### src/rtl/fetch_db_store_ctrl.sv
// ---------------------------------------------------------------------------
// fetch_db_store_ctrl
//   Scheduler for the deblocked-LCU triple buffer in the fetch stage. Keeps a
//   fill count of finished LCU buffers (db_done_i in, store_done_o out), sweeps
//   the store read port over word 0..WORDS-1 of each full buffer, and delivers
//   the words on a valid/ready stream through a 2-entry output FIFO.
//
//   Optional feature macro: FETCH_DB_STORE_STAT_EN
//     defined   -> adds stall_cnt_o[15:0], a saturating count of stalled cycles
//                  (out_valid_o & ~out_ready_i), cleared on store_done_o
//     undefined -> port and counter absent
//
// Ports
//   clk, rstn      clock, asynchronous active-low reset
//   db_done_i      pulse, deblocking finished one LCU buffer
//   buf_full_o     all NBUF buffers full
//   store_ready_o  at least one buffer full
//   store_en_o     buffer store read enable
//   store_addr_o   buffer store read word address
//   store_data_i   buffer store read data, valid one cycle after store_en_o
//   store_done_o   pulse, current buffer fully delivered
//   out_valid_o    stream valid
//   out_ready_i    stream ready
//   out_data_o     stream data word
//   out_last_o     marks word WORDS-1 of an LCU
//   ovf_err_o      sticky, db_done_i arrived with all buffers full
//   stall_cnt_o    (FETCH_DB_STORE_STAT_EN only) stalled-cycle counter
// ---------------------------------------------------------------------------
module fetch_db_store_ctrl #(
  parameter int PIXEL_WIDTH = 8,
  parameter int WORDS       = 192,
  parameter int NBUF        = 3
) (
  input  logic                      clk,
  input  logic                      rstn,
  input  logic                      db_done_i,
  output logic                      buf_full_o,
  output logic                      store_ready_o,
  output logic                      store_en_o,
  output logic [7:0]                store_addr_o,
  input  logic [32*PIXEL_WIDTH-1:0] store_data_i,
  output logic                      store_done_o,
  output logic                      out_valid_o,
  input  logic                      out_ready_i,
  output logic [32*PIXEL_WIDTH-1:0] out_data_o,
  output logic                      out_last_o,
`ifdef FETCH_DB_STORE_STAT_EN
  output logic [15:0]               stall_cnt_o,
`endif
  output logic                      ovf_err_o
);

  localparam int DW = 32 * PIXEL_WIDTH;
  localparam int CW = $clog2(NBUF + 1);

  typedef enum logic [1:0] {IDLE, READ, DRAIN, DONE} state_e;

  state_e          state_q;
  logic [7:0]      addr_q;
  logic [CW-1:0]   count_q, count_d;
  logic            bufFull_q, storeReady_q, ovf_q;

  logic [DW-1:0]   fifoData_q [2];
  logic            fifoLast_q [2];
  logic            wrPtr_q, rdPtr_q;
  logic [1:0]      fifoCnt_q, fifoCnt_d;
  logic            inflight_q, inflightLast_q;

  logic            pop, issue, isLast;

  assign pop    = (fifoCnt_q != 2'd0) && out_ready_i;
  assign isLast = (addr_q == 8'(WORDS - 1));

  // Occupancy after this cycle's pop and the landing in-flight word. A new
  // read is only issued when it still leaves room, so the FIFO can never be
  // overrun even if out_ready_i drops right after the read is issued.
  assign fifoCnt_d = fifoCnt_q + {1'b0, inflight_q} - {1'b0, pop};
  assign issue     = (state_q == READ) && (fifoCnt_d < 2'd2);

  assign store_en_o    = issue;
  assign store_addr_o  = addr_q;
  assign store_done_o  = (state_q == DONE);
  assign out_valid_o   = (fifoCnt_q != 2'd0);
  assign out_data_o    = fifoData_q[rdPtr_q];
  assign out_last_o    = fifoLast_q[rdPtr_q];
  assign buf_full_o    = bufFull_q;
  assign store_ready_o = storeReady_q;
  assign ovf_err_o     = ovf_q;

  // Fill count: simultaneous produce/consume cancels; produce alone saturates.
  always_comb begin
    count_d = count_q;
    unique case ({db_done_i, store_done_o})
      2'b10:   if (count_q != CW'(NBUF)) count_d = count_q + CW'(1);
      2'b01:   count_d = count_q - CW'(1);
      default: count_d = count_q;
    endcase
  end

  always_ff @(posedge clk or negedge rstn) begin
    if (!rstn) begin
      count_q      <= '0;
      bufFull_q    <= 1'b0;
      storeReady_q <= 1'b0;
      ovf_q        <= 1'b0;
    end else begin
      count_q      <= count_d;
      bufFull_q    <= (count_d == CW'(NBUF));
      storeReady_q <= (count_d != '0);
      if (db_done_i && !store_done_o && (count_q == CW'(NBUF)))
        ovf_q <= 1'b1;
    end
  end

  // Sweep FSM. DRAIN exits as soon as the last word is being accepted, so
  // DONE follows the final beat directly.
  always_ff @(posedge clk or negedge rstn) begin
    if (!rstn) begin
      state_q <= IDLE;
      addr_q  <= 8'd0;
    end else begin
      unique case (state_q)
        IDLE: begin
          addr_q <= 8'd0;
          if (count_q != '0) state_q <= READ;
        end
        READ: begin
          if (issue) begin
            if (isLast) state_q <= DRAIN;
            else        addr_q  <= addr_q + 8'd1;
          end
        end
        DRAIN: begin
          if (!inflight_q && (fifoCnt_d == 2'd0)) state_q <= DONE;
        end
        DONE: begin
          addr_q  <= 8'd0;
          state_q <= IDLE;
        end
        default: state_q <= IDLE;
      endcase
    end
  end

  // Output FIFO: the read issued last cycle lands this cycle with its tag.
  always_ff @(posedge clk or negedge rstn) begin
    if (!rstn) begin
      inflight_q     <= 1'b0;
      inflightLast_q <= 1'b0;
      wrPtr_q        <= 1'b0;
      rdPtr_q        <= 1'b0;
      fifoCnt_q      <= 2'd0;
      for (int i = 0; i < 2; i++) begin
        fifoData_q[i] <= '0;
        fifoLast_q[i] <= 1'b0;
      end
    end else begin
      inflight_q     <= issue;
      inflightLast_q <= issue && isLast;
      fifoCnt_q      <= fifoCnt_d;
      if (inflight_q) begin
        fifoData_q[wrPtr_q] <= store_data_i;
        fifoLast_q[wrPtr_q] <= inflightLast_q;
        wrPtr_q             <= ~wrPtr_q;
      end
      if (pop) rdPtr_q <= ~rdPtr_q;
    end
  end

`ifdef FETCH_DB_STORE_STAT_EN
  logic [15:0] stallCnt_q;
  assign stall_cnt_o = stallCnt_q;

  always_ff @(posedge clk or negedge rstn) begin
    if (!rstn) begin
      stallCnt_q <= 16'd0;
    end else if (store_done_o) begin
      stallCnt_q <= 16'd0;
    end else if (out_valid_o && !out_ready_i && (stallCnt_q != 16'hFFFF)) begin
      stallCnt_q <= stallCnt_q + 16'd1;
    end
  end
`endif

endmodule
### config.mk
export PLATFORM = sky130hd
export DESIGN_NAME = fetch_db_store_ctrl
export DESIGN_NICKNAME = d
export VERILOG_FILES = /design/src/rtl/fetch_db_store_ctrl.sv
export SDC_FILE = /design/constraint.sdc
export NUM_CORES = 1
export LEC_CHECK = 0
export ABC_CLOCK_PERIOD_IN_PS = 3600
export BUFFER_PORTS_ARGS = -buffer_cell sky130_fd_sc_hd__buf_2
export CORE_MARGIN = 5
export CORE_UTILIZATION = 42
export CTS_CLUSTER_DIAMETER = 60
export DETAILED_ROUTE_END_ITERATION = 6
export PLACE_DENSITY = 0.75
export SLEW_MARGIN = 20
export SYNTH_ARGS = -nofsm -noshare
export SYNTH_HDL_FRONTEND = slang
export SYNTH_SLANG_ARGS = --single-unit
### constraint.sdc
create_clock -name clk -period 3.6 [get_ports clk]
set_input_delay 0.72 -clock clk [delete_from_list [all_inputs] [get_ports clk]]
set_output_delay 0.72 -clock clk [all_outputs]
set_load 0.01 [all_outputs]
# Word-level counts from Yosys, hierarchy flattened
# Index checks and enable logic that the tools add are counted.
dict set report word_totals {
  word_cells 82
  in_bits 260
  ff_bits 535
  output_inout_bits 271
}
dict set report op_classes {
  reduce_logical 18
  n_eq_ne 14
  bitwise 4
  addsub 5
  order_cmp 4
  n_mux 22
}
# cell n
set ops {}
lappend ops {{$mux 256} 4}
lappend ops {{$bwmux 512} 1}
lappend ops {{$demux 256 s1} 1}
lappend ops {{$mux 8} 2}
lappend ops {{$pmux 8 s2} 1}
lappend ops {{$ne 2x2->1 const B} 6}
lappend ops {{$eq 2x2->1 const B} 5}
lappend ops {{$mux 2} 5}
lappend ops {{$add 8x1->8 const B} 1}
lappend ops {{$eq 8x8->1 const B} 1}
lappend ops {{$pmux 2 s4} 1}
lappend ops {{$reduce_bool 2->1} 4}
lappend ops {{$logic_and 1x1->1} 7}
lappend ops {{$eq 2x1->1 const B} 2}
lappend ops {{$ge 2x2->1 const B} 2}
lappend ops {{$logic_not 2->1} 2}
lappend ops {{$mux 1} 4}
lappend ops {{$not 1->2} 2}
lappend ops {{$pmux 2 s2} 1}
lappend ops {{$reduce_and 4->1} 1}
lappend ops {{$reduce_and 3->1} 1}
lappend ops {{$add 2x1->2} 1}
lappend ops {{$add 2x1->2 const B} 1}
lappend ops {{$bwmux 2} 1}
lappend ops {{8 further kinds} 10}

# Longest topological paths before layout
# Gate-level depths: netlist (run 1).
dict set report logic_depth {
  word_depth 7
  ltp_mapped 10
}

# Least setup slack after synthesis (run 1)
# OpenSTA, ideal clock, no wires.
dict set report synth_path {
  path_kind {flip-flop to output port}
  from {reg fifoCnt_q[1]}
  to {out store_en_o}
  t_arrival_ps 1865
  n_path_buf 0
  stages_incl_launch_ff 9
  path_slack_ps 1015
  required_ps 2880
  path_cell_list {dfrtp_1 or2_2 and2_1 ha_1 inv_1 ha_1 xnor3_2 inv_2 nor2_1}
}
dict set report synth_via {
  elab_chain_len 5
}
# item line
set synth_lines {}
lappend synth_lines {{from (decl)} 66} ;# logic [1:0] fifoCnt_q, fifoCnt_d;
lappend synth_lines {{from (signal assigned)} 160} ;# fifoCnt_q <= fifoCnt_d;
lappend synth_lines {{$reduce_bool 2->1} --}
lappend synth_lines {{named net out_valid_o} 43} ;# output logic out_valid_o,
lappend synth_lines {{$logic_and 1x1->1} 71} ;# assign pop = (fifoCnt_q != 2'd0) && out_ready_i;
lappend synth_lines {{named net pop} 69} ;# logic pop, issue, isLast;
lappend synth_lines {{$sub 2x1->2} 77} ;# assign fifoCnt_d = fifoCnt_q + {1'b0, inflight_q} - {1'b0, pop};
lappend synth_lines {{named net fifoCnt_d[1]} 66}
lappend synth_lines {{$lt 2x2->1} 78} ;# assign issue = (state_q == READ) && (fifoCnt_d < 2'd2);
lappend synth_lines {{$logic_and 1x1->1} 78}
lappend synth_lines {{to (decl)} 39} ;# output logic store_en_o,
# The timed path passes the listed nets, and every way through them passes these cells.

# Worst setup path after layout (run 1)
dict set report layout_path {
  from {reg fifoCnt_q[1]}
  to {out store_en_o}
}
dict set report layout_via {
  elab_chain_len 5
}
# item line
set layout_lines {}
lappend layout_lines {{$reduce_bool 2->1} 71}
lappend layout_lines {{$logic_and 1x1->1} 71}
lappend layout_lines {{named net pop} 69}
lappend layout_lines {{$sub 2x1->2} 77}
lappend layout_lines {{named net fifoCnt_d[1]} 66}
lappend layout_lines {{$lt 2x2->1} 78}
lappend layout_lines {{$logic_and 1x1->1} 78}
# The timed path passes the listed nets, and every way through them passes these cells.

==> impl_metrics.yaml, run 1 <==
die:
  rows: 86
  die_h_um: 245
  die-area_um2: 60100
  initial_core_util_pct: 42.3
  core_area_um2: 55000
  die_x_um: 245
  io_pins: 531
power_and_ir_drop:
  total_power_mw: 28.2
  vdd_drop_max_uv: 606
  p_leak_nw: 13.0
  power_density_nw_per_um2: 979
clock_tree:
  cts_tree: "built"
  post_cts_resized: 0
  clock_latency_ns: 0.58
  cts_hold_buf: 0
  cts_inserted_buffers: 56
  cts_setup_buffers: 0
  root_buffer: "clkbuf_16"
  clk_pin_slew_worst_paths_ns: 0.06
  clock_sinks: 535
  cts_max_path_buffers: 3
  htree_levels: 2
yosys:
  ys_seq_area_share_pct: 57.6
  synth_edf_count: 0
  synth.net_count: 1758
  synth_area_leader_cell: "dfrtp_1"
  syn_inst: 1484
  synth.distinct_cells: 45
  synth_async_sr_flop_share_pct: 100
  syn_area_um2: 23200
  syn_avg_cell_area_um2: 15.7
  synth.area.top_cells: "dfrtp_1 58%, mux2_2 26%, mux2_1 11%"
  ys.flop_type: "dfrtp_1"
  yosys_warnings: 0
  ys_ff_latch: 535
  synth_top_area_share_pct: 57.6
global_route:
  grt_antenna_before_repair: 23
  grtUsageTotal_pct: 18.1
  grt_pass1_wl_um: 88400
  grt_max_degree: 128
  grt_overflow: 0
  grt_pass1_vias: 16000
timing:
  hold_violations: 0
  final.setup.tns_ns: 0
  slew_viol_final: 0
  max_freq_mhz: 304
  setup_viol_count_final: 0
  tightest_slew_ns: 0.905
  finalCritPeriodShare_pct: 91.4
  rsz0062_at_grt: "no"
  finalWorstSetupSlack_ns: 0.309
  fin_worst_hold_slack_ns: 0.130
  maxSlewHeadroom_pct: 39.7
  fin_worst_skew_ns: 0.0112
  min_period_ns: 3.29
job:
  maxCapViolations: 0
run_status:
  status: "completed"
routing:
  via_per_inst: 5.04
  vias: 14300
  ant_nets: 0
  drt_iter0_drc: 529
  drcViolationCount: 0
  routed_wl_um: 56000
  first_pass_iters: 4
  drt-wirelength-per-cell_um: 19.8
placed_design:
  dp_cells: 2715
  io_buffers: 530
  gp_congestion: 0.814
  dp_hpwl_um: 40300
  dpl_worst_slack_ns: 0.788
worst_setup_path:
  path_max_fanout: 6
  startpoint: "fifoCnt_q[1]"
  endpoint_kind: "output port"
  crit_arrival_ns: 2.57
  worstSetupStartpointType: "flip-flop"
  setup.worst_path.class: "reg2out"
  worstReg2RegStart: "fifoCnt_q[1]"
  crit_required_ns: 2.88
finish:
  area.growth.synth_to_final_pct: 23.9
  final_layout_size_suffix_gt1_share_pct: 58.4
  mostFrequentLayoutCells: "541 x mux2_2, 534 x dfrtp_1, 529 x buf_2, 230 x mux2_1, 57 x clkbuf_16"
  fill_cells: 4525
  stdcell_count: 2836
  final_common_cell: "mux2_2"
  nets: 2299
min_path:
  worst_hold_path_type: "in2async"
-- kinds of logic (layout without fill, tap and decap cells) --
group                      Yosys count  in the layout  synth area share [%]
adders and majority gates           14             14                 0.754
AOI/OAI and AO/OA                   23             23                 0.862
and+or+nand+nor                     33             33                 0.765
buffers and inverters              102            686                  2.33
DFF                                535            535                  57.6
other                                0             20                     0
xor gates and xnor gates             4              4                 0.215
muxes                              773            773                  37.5
-- where the power goes --
part / switching (mW) / total (mW) / internal [mW] / leakage (nW)
combinational: 5.48 / 11.8 / 6.31 / 5.83
clock: 2.28 / 5.82 / 3.54 / 0.929
sequential: 1.53 / 10.6 / 9.07 / 6.26
total: 9.29 / 28.2 / 18.9 / 13.0
-- area by class of cell --
| cell class | instances | area, µm² | area share [%] |
|---|---|---|---|
| antenna | 20 | 50.0 | 0.174 |
| clock buffer | 89 | 1720 | 5.96 |
| clock inverter | 12 | 173 | 0.600 |
| inverter | 15 | 56.3 | 0.196 |
| multi-input combinational | 847 | 9320 | 32.4 |
| sequential | 535 | 13400 | 46.5 |
| tap | 748 | 936 | 3.25 |
| timing repair buffer | 570 | 3150 | 10.9 |
-- synthesized netlist by cell type (2+ instances only) --
| cell type | instances |
|---|---|
| mux2_2 | 541 |
| dfrtp_1 | 535 |
| mux2_1 | 230 |
| buf_2 | 52 |
| buf_4 | 23 |
| ha_1 | 14 |
| inv_1 | 13 |
| clkbuf_1 | 8 |
| nand3_1 | 7 |
| nand2_1 | 5 |
| nor2_1 | 5 |
| buf_1 | 3 |
| nand2b_1 | 3 |
| nor4_1 | 3 |
| a211o_1 | 2 |
| a21o_1 | 2 |
| a21oi_1 | 2 |
| and2_1 | 2 |
| inv_2 | 2 |
| mux2i_1 | 2 |
| nor3_1 | 2 |
| o211a_1 | 2 |
| o211ai_1 | 2 |
| or4_1 | 2 |
| xor2_1 | 2 |
-- worst max-delay path, stage by stage, from the launching register on --
cell     delay, ns
dfrtp_1       0.39
or2_2         0.31
and2_1        0.19
ha_1          0.27
inv_1         0.04
ha_1          0.17
xnor3_2       0.27
inv_2         0.08
nor2_1        0.12
buf_2         0.16
-- path summary, 6_finish.rpt --
| check | endpoint | slack (ns) | cells past startpoint |
|---|---|---|---|
| setup / recovery | store_en_o | 0.31 | 9 |
| hold / removal | fifoData_q[386] | 0.13 | 1 |
| setup reg to reg | store_addr_o[7] | 1.05 | 9 |
| hold reg to reg | ovf_err_o | 0.46 | 1 |
| max in group asynchronous | fifoData_q[84] | 2.32 | 2 |
| min in group clk | fifoData_q[343] | 0.37 | 2 |
-- per-stage QoR --
step / util (%) / instance area, µm²
finish: 52.4 / 28800
global route: 52.3 / 28800
CTS: 52.3 / 28700
detailed placement: 48.8 / 26900
global placement: 48.8 / 26900
floorplan: - / 23200
-- sequential cells by signal, indices dropped and copies added (netlist names) --
name / flops
inflightLast_q: 1
fifoData_q: 512
inflight_q: 1
buf_full_o: 1
store_addr_o: 8
fifoLast_q: 2
ovf_err_o: 1
fifoCnt_q: 2
state_q: 2
rdPtr_q: 1
wrPtr_q: 1
store_ready_o: 1
count_q: 2
-- routing by layer --
metal | GRT usage [%] | vias to the layer above | routed length, µm
met5 | 0 | - | 86
met4 | 6.53 | 14 | 1920
met3 | 6.23 | 112 | 4370
met2 | 31.5 | 411 | 28500
met1 | 20.9 | 7312 | 21200
li1 | - | 6446 | -
Note: power is estimated with default switching activity, not from simulation.
==> run 2: changes to the inputs <==
- ABC_AREA: unset -> 1
- CORE_MARGIN: 5 -> unset
- PLACE_DENSITY: 0.75 -> 0.74
==> impl_metrics.yaml, run 2 <==
clock_tree:
  root_buffer: "clkbuf_16"
  htree_levels: 2
  clock_latency_ns: 0.59
  post_cts_resized: 0
  cts_hold_buf: 0
  cts_inserted_buffers: 57
  cts_tree: "built"
  cts_max_path_buffers: 3
  cts_setup_buffers: 0
  clock_sinks: 535
  clk_pin_slew_worst_paths_ns: 0.06
worst_setup_path:
  cpMostUsedCell: "inv_1"
  critPathTopFamily: "simple AND/OR/NAND/NOR gates"
  path_max_fanout: 4
  endpoint_kind: "output port"
  crit_chain: "or2_2 -> nand2_1 -> inv_1 -> ha_1 -> inv_1 -> ha_1 -> inv_1 -> nand2_1 -> nand3_1 -> nand2_1 -> inv_1 -> nor2_1 -> buf_2"
  cp_num_buf_inv: 5
  worstSetupStartpointType: "flip-flop"
  slowest_delay_ns: 0.41
  worstReg2RegStart: "fifoCnt_q[1]"
  crit_arrival_ns: 2.65
  setup.worst_path.class: "reg2out"
  crit_required_ns: 2.88
  reg2reg_depth: 14
  rr_endpoint: "store_addr_o[6]"
  slowest_stage: "dfrtp_1"
  rrSetupSlack_ns: 1.25
finish:
  final_common_cell: "nand2_1"
  final_layout_size_suffix_gt1_share_pct: 25.7
  fill_cells: 5329
  fin_util_pct: 51.9
  largest_reg_flops: 512
  mostFrequentLayoutCells: "1326 x nand2_1, 534 x dfrtp_1, 529 x buf_2, 280 x inv_1, 272 x o21ai_0"
  area.growth.synth_to_final_pct: 21.7
  regMostFlops: "fifoData_q"
  nets: 3632
timing:
  hold_violations: 0
  maxSlewHeadroom_pct: 38.3
  finalWorstSetupSlack_ns: 0.226
  slew_viol_final: 0
  final.setup.tns_ns: 0
  min_period_ns: 3.37
  fin_worst_skew_ns: 0.0149
  finalCritPeriodShare_pct: 93.7
  rsz0062_at_grt: "no"
  max_freq_mhz: 296
  tightest_slew_ns: 0.926
  setup_viol_count_final: 0
  fin_worst_hold_slack_ns: 0.144
global_route:
  top_usage_layer: "met2"
  grt_antenna_before_repair: 15
  grt_max_degree: 173
  met1_usage_pct: 26.5
  grt_pass1_vias: 19200
  grtUsageTotal_pct: 20.6
  met2_usage_pct: 33.6
  grt_pass1_wl_um: 99200
  grt_use_met3_pct: 4.31
  grt_overflow: 0
power_and_ir_drop:
  p_leak_nw: 16.5
  vdd_drop_max_uv: 648
  p_sw_mw: 12.1
  clkPwrFrac_pct: 20.1
  power_frac_comb_pct: 44.1
  switching_share_pct: 40.8
  seqPwrFrac_pct: 35.8
  intPower_mw: 17.5
  power_density_nw_per_um2: 1010
  total_power_mw: 29.6
die:
  die_h_um: 242
  die-area_um2: 58400
  die_x_um: 242
  io_pins: 531
  initial_core_util_pct: 42.6
  core_area_um2: 56600
  rows: 87
yosys:
  synth_async_sr_flop_share_pct: 100
  syn_inst: 2893
  synth.net_count: 3167
  syn_avg_cell_area_um2: 8.34
  synth_top_area_share_pct: 55.5
  synth.area.top_cells: "dfrtp_1 55%, nand2_1 21%, o21ai_2 7.3%"
  ys_seq_area_share_pct: 55.5
  ys_ff_latch: 535
  syn_area_um2: 24100
  yosys_warnings: 0
  ys.flop_type: "dfrtp_1"
  synth_common_cells: "1327 x nand2_1, 535 x dfrtp_1, 280 x inv_1"
  synth_area_leader_cell: "dfrtp_1"
  synth_edf_count: 0
  synth.distinct_cells: 29
  synth.most_common_cell: "nand2_1"
routing:
  ant_nets: 0
  drt_iter0_drc: 1185
  drt-wirelength-per-cell_um: 14.5
  drcViolationCount: 0
  first_pass_iters: 5
  vias: 19800
  routed_wl_um: 60400
  via_per_inst: 4.76
placed_design:
  gp_congestion: 0.821
  dpl_worst_slack_ns: 0.751
  dp_hpwl_um: 40600
  io_buffers: 530
job:
  maxCapViolations: 0
run_status:
  status: "completed"
min_path:
  worst_hold_path_type: "in2async"
==> run 2: cells by family after synthesis <==
| logic type | Yosys count | synth area share (%) |
|---|---|---|
| XOR/XNOR | 5 | 0.181 |
| adder cells (fa/ha/maj) | 14 | 0.726 |
| AO/OA/AOI/OAI | 521 | 14.0 |
| flip-flops | 535 | 55.5 |
| buffers and inverters | 452 | 8.20 |
| AND/OR/NAND/NOR | 1366 | 21.5 |
==> run 2: power by group through the flow <==
stage	Clock [mW]	Sequential [mW]	Combinational, mW
2_1_floorplan	0	10.3	8.78
3_3_place_gp	0	10.5	12.9
3_5_place_dp	0	10.6	13.1
4_1_cts	6.09	10.6	13.2
5_1_grt	6.34	11.0	14.7
6_report	5.96	10.6	13.1
==> run 2: metrics by stage <==
step	instance area, µm²	std cells
2_1_floorplan	24100	2893
3_3_place_gp	27400	4055
3_5_place_dp	27400	4055
4_1_cts	29400	4158
5_1_grt	29400	4168
6_report	29400	4168
==> run 2: per-layer routing <==
metal / vias up / routed length [µm]
li1: 9853 / -
met1: 9310 / 25500
met2: 525 / 29200
met3: 135 / 3540
met4: 10 / 2060
met5: - / 61
==> run 2: layout make-up <==
cell class | count | area, µm² | share of cell area (%)
flip-flops and latches | 535 | 13400 | 45.6
diodes | 10 | 25.0 | 0.0852
clock buffers | 89 | 1740 | 5.92
multi-input cells | 1906 | 8780 | 29.9
clock inverters | 14 | 189 | 0.643
repair buffers | 576 | 3250 | 11.0
inverters | 282 | 1070 | 3.63
well taps | 756 | 946 | 3.22
==> run 2: worst register-to-register path, delay by kind of cell (launching register included) <==
kind,cells,cell delay [ns]
AND/OR/NAND/NOR,9,1.27
flip-flops,1,0.41
buffers and inverters,3,0.18
adder cells (fa/ha/maj),2,0.44
==> run 2: how the worst max path moves through the flow <==
stage,startpoint,end,slack (ns),depth (start not counted)
global route,fifoCnt_q[1],store_en_o,0.03,14
finish,fifoCnt_q[1],store_en_o,0.23,13
CTS,fifoCnt_q[1],store_en_o,0.19,14
floorplan,fifoCnt_q[1],store_en_o,1.0,13
global placement,out_ready_i,store_en_o,0.72,14
detailed placement,out_ready_i,store_en_o,0.75,14
==> run 3: changes to the inputs <==
--- a/config.mk
+++ b/config.mk
@@ -10,6 +10,6 @@
 export BUFFER_PORTS_ARGS = -buffer_cell sky130_fd_sc_hd__buf_2
-export CORE_UTILIZATION = 42
+export CORE_UTILIZATION = 44
 export CTS_CLUSTER_DIAMETER = 60
 export DETAILED_ROUTE_END_ITERATION = 6
-export PLACE_DENSITY = 0.74
+export PLACE_DENSITY = 0.77
 export SLEW_MARGIN = 20
==> constraint.sdc (replaced) <==
create_clock -name clk -period 3.6 [get_ports clk]
set_input_delay 0.36 -clock clk [delete_from_list [all_inputs] [get_ports clk]]
set_output_delay 0.36 -clock clk [all_outputs]
set_load 0.01 [all_outputs]
==> impl_metrics.yaml, run 3 (same netlist as run 2, synthesis figures left out) <==
timing:
  maxSlewHeadroom_pct: 45.1
  min_period_ns: 3.03
  max_freq_mhz: 330
  fin_worst_skew_ns: 0.0170
  final.setup.tns_ns: 0
  finalWorstSetupSlack_ns: 0.573
  hold_violations: 0
  rsz0062_at_grt: "no"
  slew_viol_final: 0
  finalCritPeriodShare_pct: 84.1
  fin_worst_hold_slack_ns: 0.0395
  setup_viol_count_final: 0
  tightest_slew_ns: 0.823
die:
  die_h_um: 236
  rows: 85
  initial_core_util_pct: 44.7
  die-area_um2: 55800
  core_area_um2: 54000
  io_pins: 531
  die_x_um: 236
finish:
  area.growth.synth_to_final_pct: 27.6
  fin_util_pct: 57.0
  stdcell_count: 4264
  regMostFlops: "fifoData_q"
  largest_reg_flops: 512
  final_layout_size_suffix_gt1_share_pct: 24.5
  final_area_um2: 30800
  final_common_cell: "nand2_1"
  nets: 3792
  mostFrequentLayoutCells: "1326 x nand2_1, 534 x dfrtp_1, 529 x buf_2, 280 x inv_1, 272 x o21ai_0"
routing:
  drt-wirelength-per-cell_um: 15.1
  routed_wl_um: 64200
  drcViolationCount: 0
  vias: 20800
  first_pass_iters: 5
  via_per_inst: 4.88
  drt_iter0_drc: 1243
  ant_nets: 0
global_route:
  grt_pass1_wl_um: 105000
  grtUsageTotal_pct: 23.0
  grt_max_degree: 199
  grt_overflow: 0
  grt_pass1_vias: 21000
  grt_antenna_before_repair: 10
placed_design:
  io_buffers: 530
  dp_cells: 3987
  gp_congestion: 0.832
  dp_hpwl_um: 39900
  placed_area_um2: 27200
  dpl_worst_slack_ns: 1.18
clock_tree:
  post_cts_resized: 0
  root_buffer: "clkbuf_16"
  clock_latency_ns: 0.59
  cts_hold_buf: 168
  cts_tree: "built"
  cts_inserted_buffers: 57
  cts_max_path_buffers: 3
  clk_pin_slew_worst_paths_ns: 0.06
  clock_sinks: 535
  htree_levels: 2
  cts_setup_buffers: 0
job:
  maxCapViolations: 0
power_and_ir_drop:
  p_sw_mw: 12.3
  seqPwrFrac_pct: 36.1
  power_density_nw_per_um2: 964
  total_power_mw: 29.7
  power_frac_comb_pct: 44.5
  switching_share_pct: 41.5
  clkPwrFrac_pct: 19.4
  vdd_drop_max_uv: 674
  p_leak_nw: 17.2
  intPower_mw: 17.4
worst_setup_path:
  cpMostUsedCell: "inv_1"
  crit_required_ns: 3.24
  cp_num_buf_inv: 5
  crit_arrival_ns: 2.67
  endpoint_kind: "output port"
  slowest_stage: "dfrtp_1"
  crit_chain: "or2_2 -> nand2_1 -> inv_1 -> ha_1 -> inv_1 -> ha_1 -> inv_1 -> nand2_1 -> nand3_1 -> nand2_1 -> inv_1 -> nor2_1 -> buf_2"
  worstSetupStartpointType: "flip-flop"
  critPathTopFamily: "simple AND/OR/NAND/NOR gates"
  slowest_delay_ns: 0.40
  setup.worst_path.class: "reg2out"
  path_max_fanout: 4
min_path:
  worst_hold_path_type: "in2reg"
run_status:
  status: "completed"
-- run 3: changes by cell type in the layout (fill, tap and decap cells not counted) --
cell	delta
buf_12	-4
bufinv_16	-2
diode_2	-5
clkinvlp_4	+1
clkinv_2	+10
clkinv_4	+2
clkbuf_1	-6
dlygate4sd3_1	+168
buf_4	-4
clkbuf_8	-4
-- run 3: area by class of cell --
cell class | instances | area (µm²)
sequential | 535 | 13400
tap | 696 | 871
antenna | 5 | 12.5
timing repair buffer | 736 | 4820
clock buffer | 79 | 1660
clock inverter | 25 | 204
inverter | 282 | 1070
multi-input combinational | 1906 | 8780
fill | 4622 | 23200
-- run 3: power groups by stage --
| stage | combinational [mW] | sequential, mW | clock [mW] |
|---|---|---|---|
| CTS | 13.1 | 10.7 | 5.90 |
| finish | 13.2 | 10.7 | 5.77 |
| global placement | 12.7 | 10.6 | 0 |
| floorplan | 8.78 | 10.3 | 0 |
| global route | 14.8 | 11.1 | 6.16 |
| detailed placement | 12.9 | 10.7 | 0 |
-- run 3: worst register-to-register path, stage by stage (launching register included) --
cell     delay, ns
dfrtp_1       0.40
or2_2         0.31
nand2_1       0.10
inv_1         0.05
ha_1          0.26
inv_1         0.05
ha_1          0.18
inv_1         0.06
nand2_1       0.07
nand3_1       0.11
nand2_1       0.12
nand3_2       0.17
nand2_2       0.22
nand3_1       0.09
nand2_1       0.07
-- run 3: routing by layer --
layer,wire length (µm),up-vias,part of all wire [%],track usage [%]
li1,-,10200,-,-
met1,25500,9736,40,27.5
met2,30900,667,48,38.2
met3,4230,228,6.6,5.61
met4,3480,8,5.4,12.4
met5,53,-,0.083,0
-- run 3: worst paths after layout --
check	startpoint	endpoint	slack, ns	cells past startpoint
worst max register to register	fifoCnt_q[1]	store_addr_o[6]	1.27	14
worst min-delay path	store_data_i[191]	fifoData_q[191]	0.04	3
worst max-delay path	fifoCnt_q[1]	store_en_o	0.57	13
max in group asynchronous	rstn	fifoData_q[108]	2.14	3
min in group asynchronous	rstn	fifoData_q[310]	0.40	2
worst min register to register	fifoData_q[429]	fifoData_q[429]	0.48	2
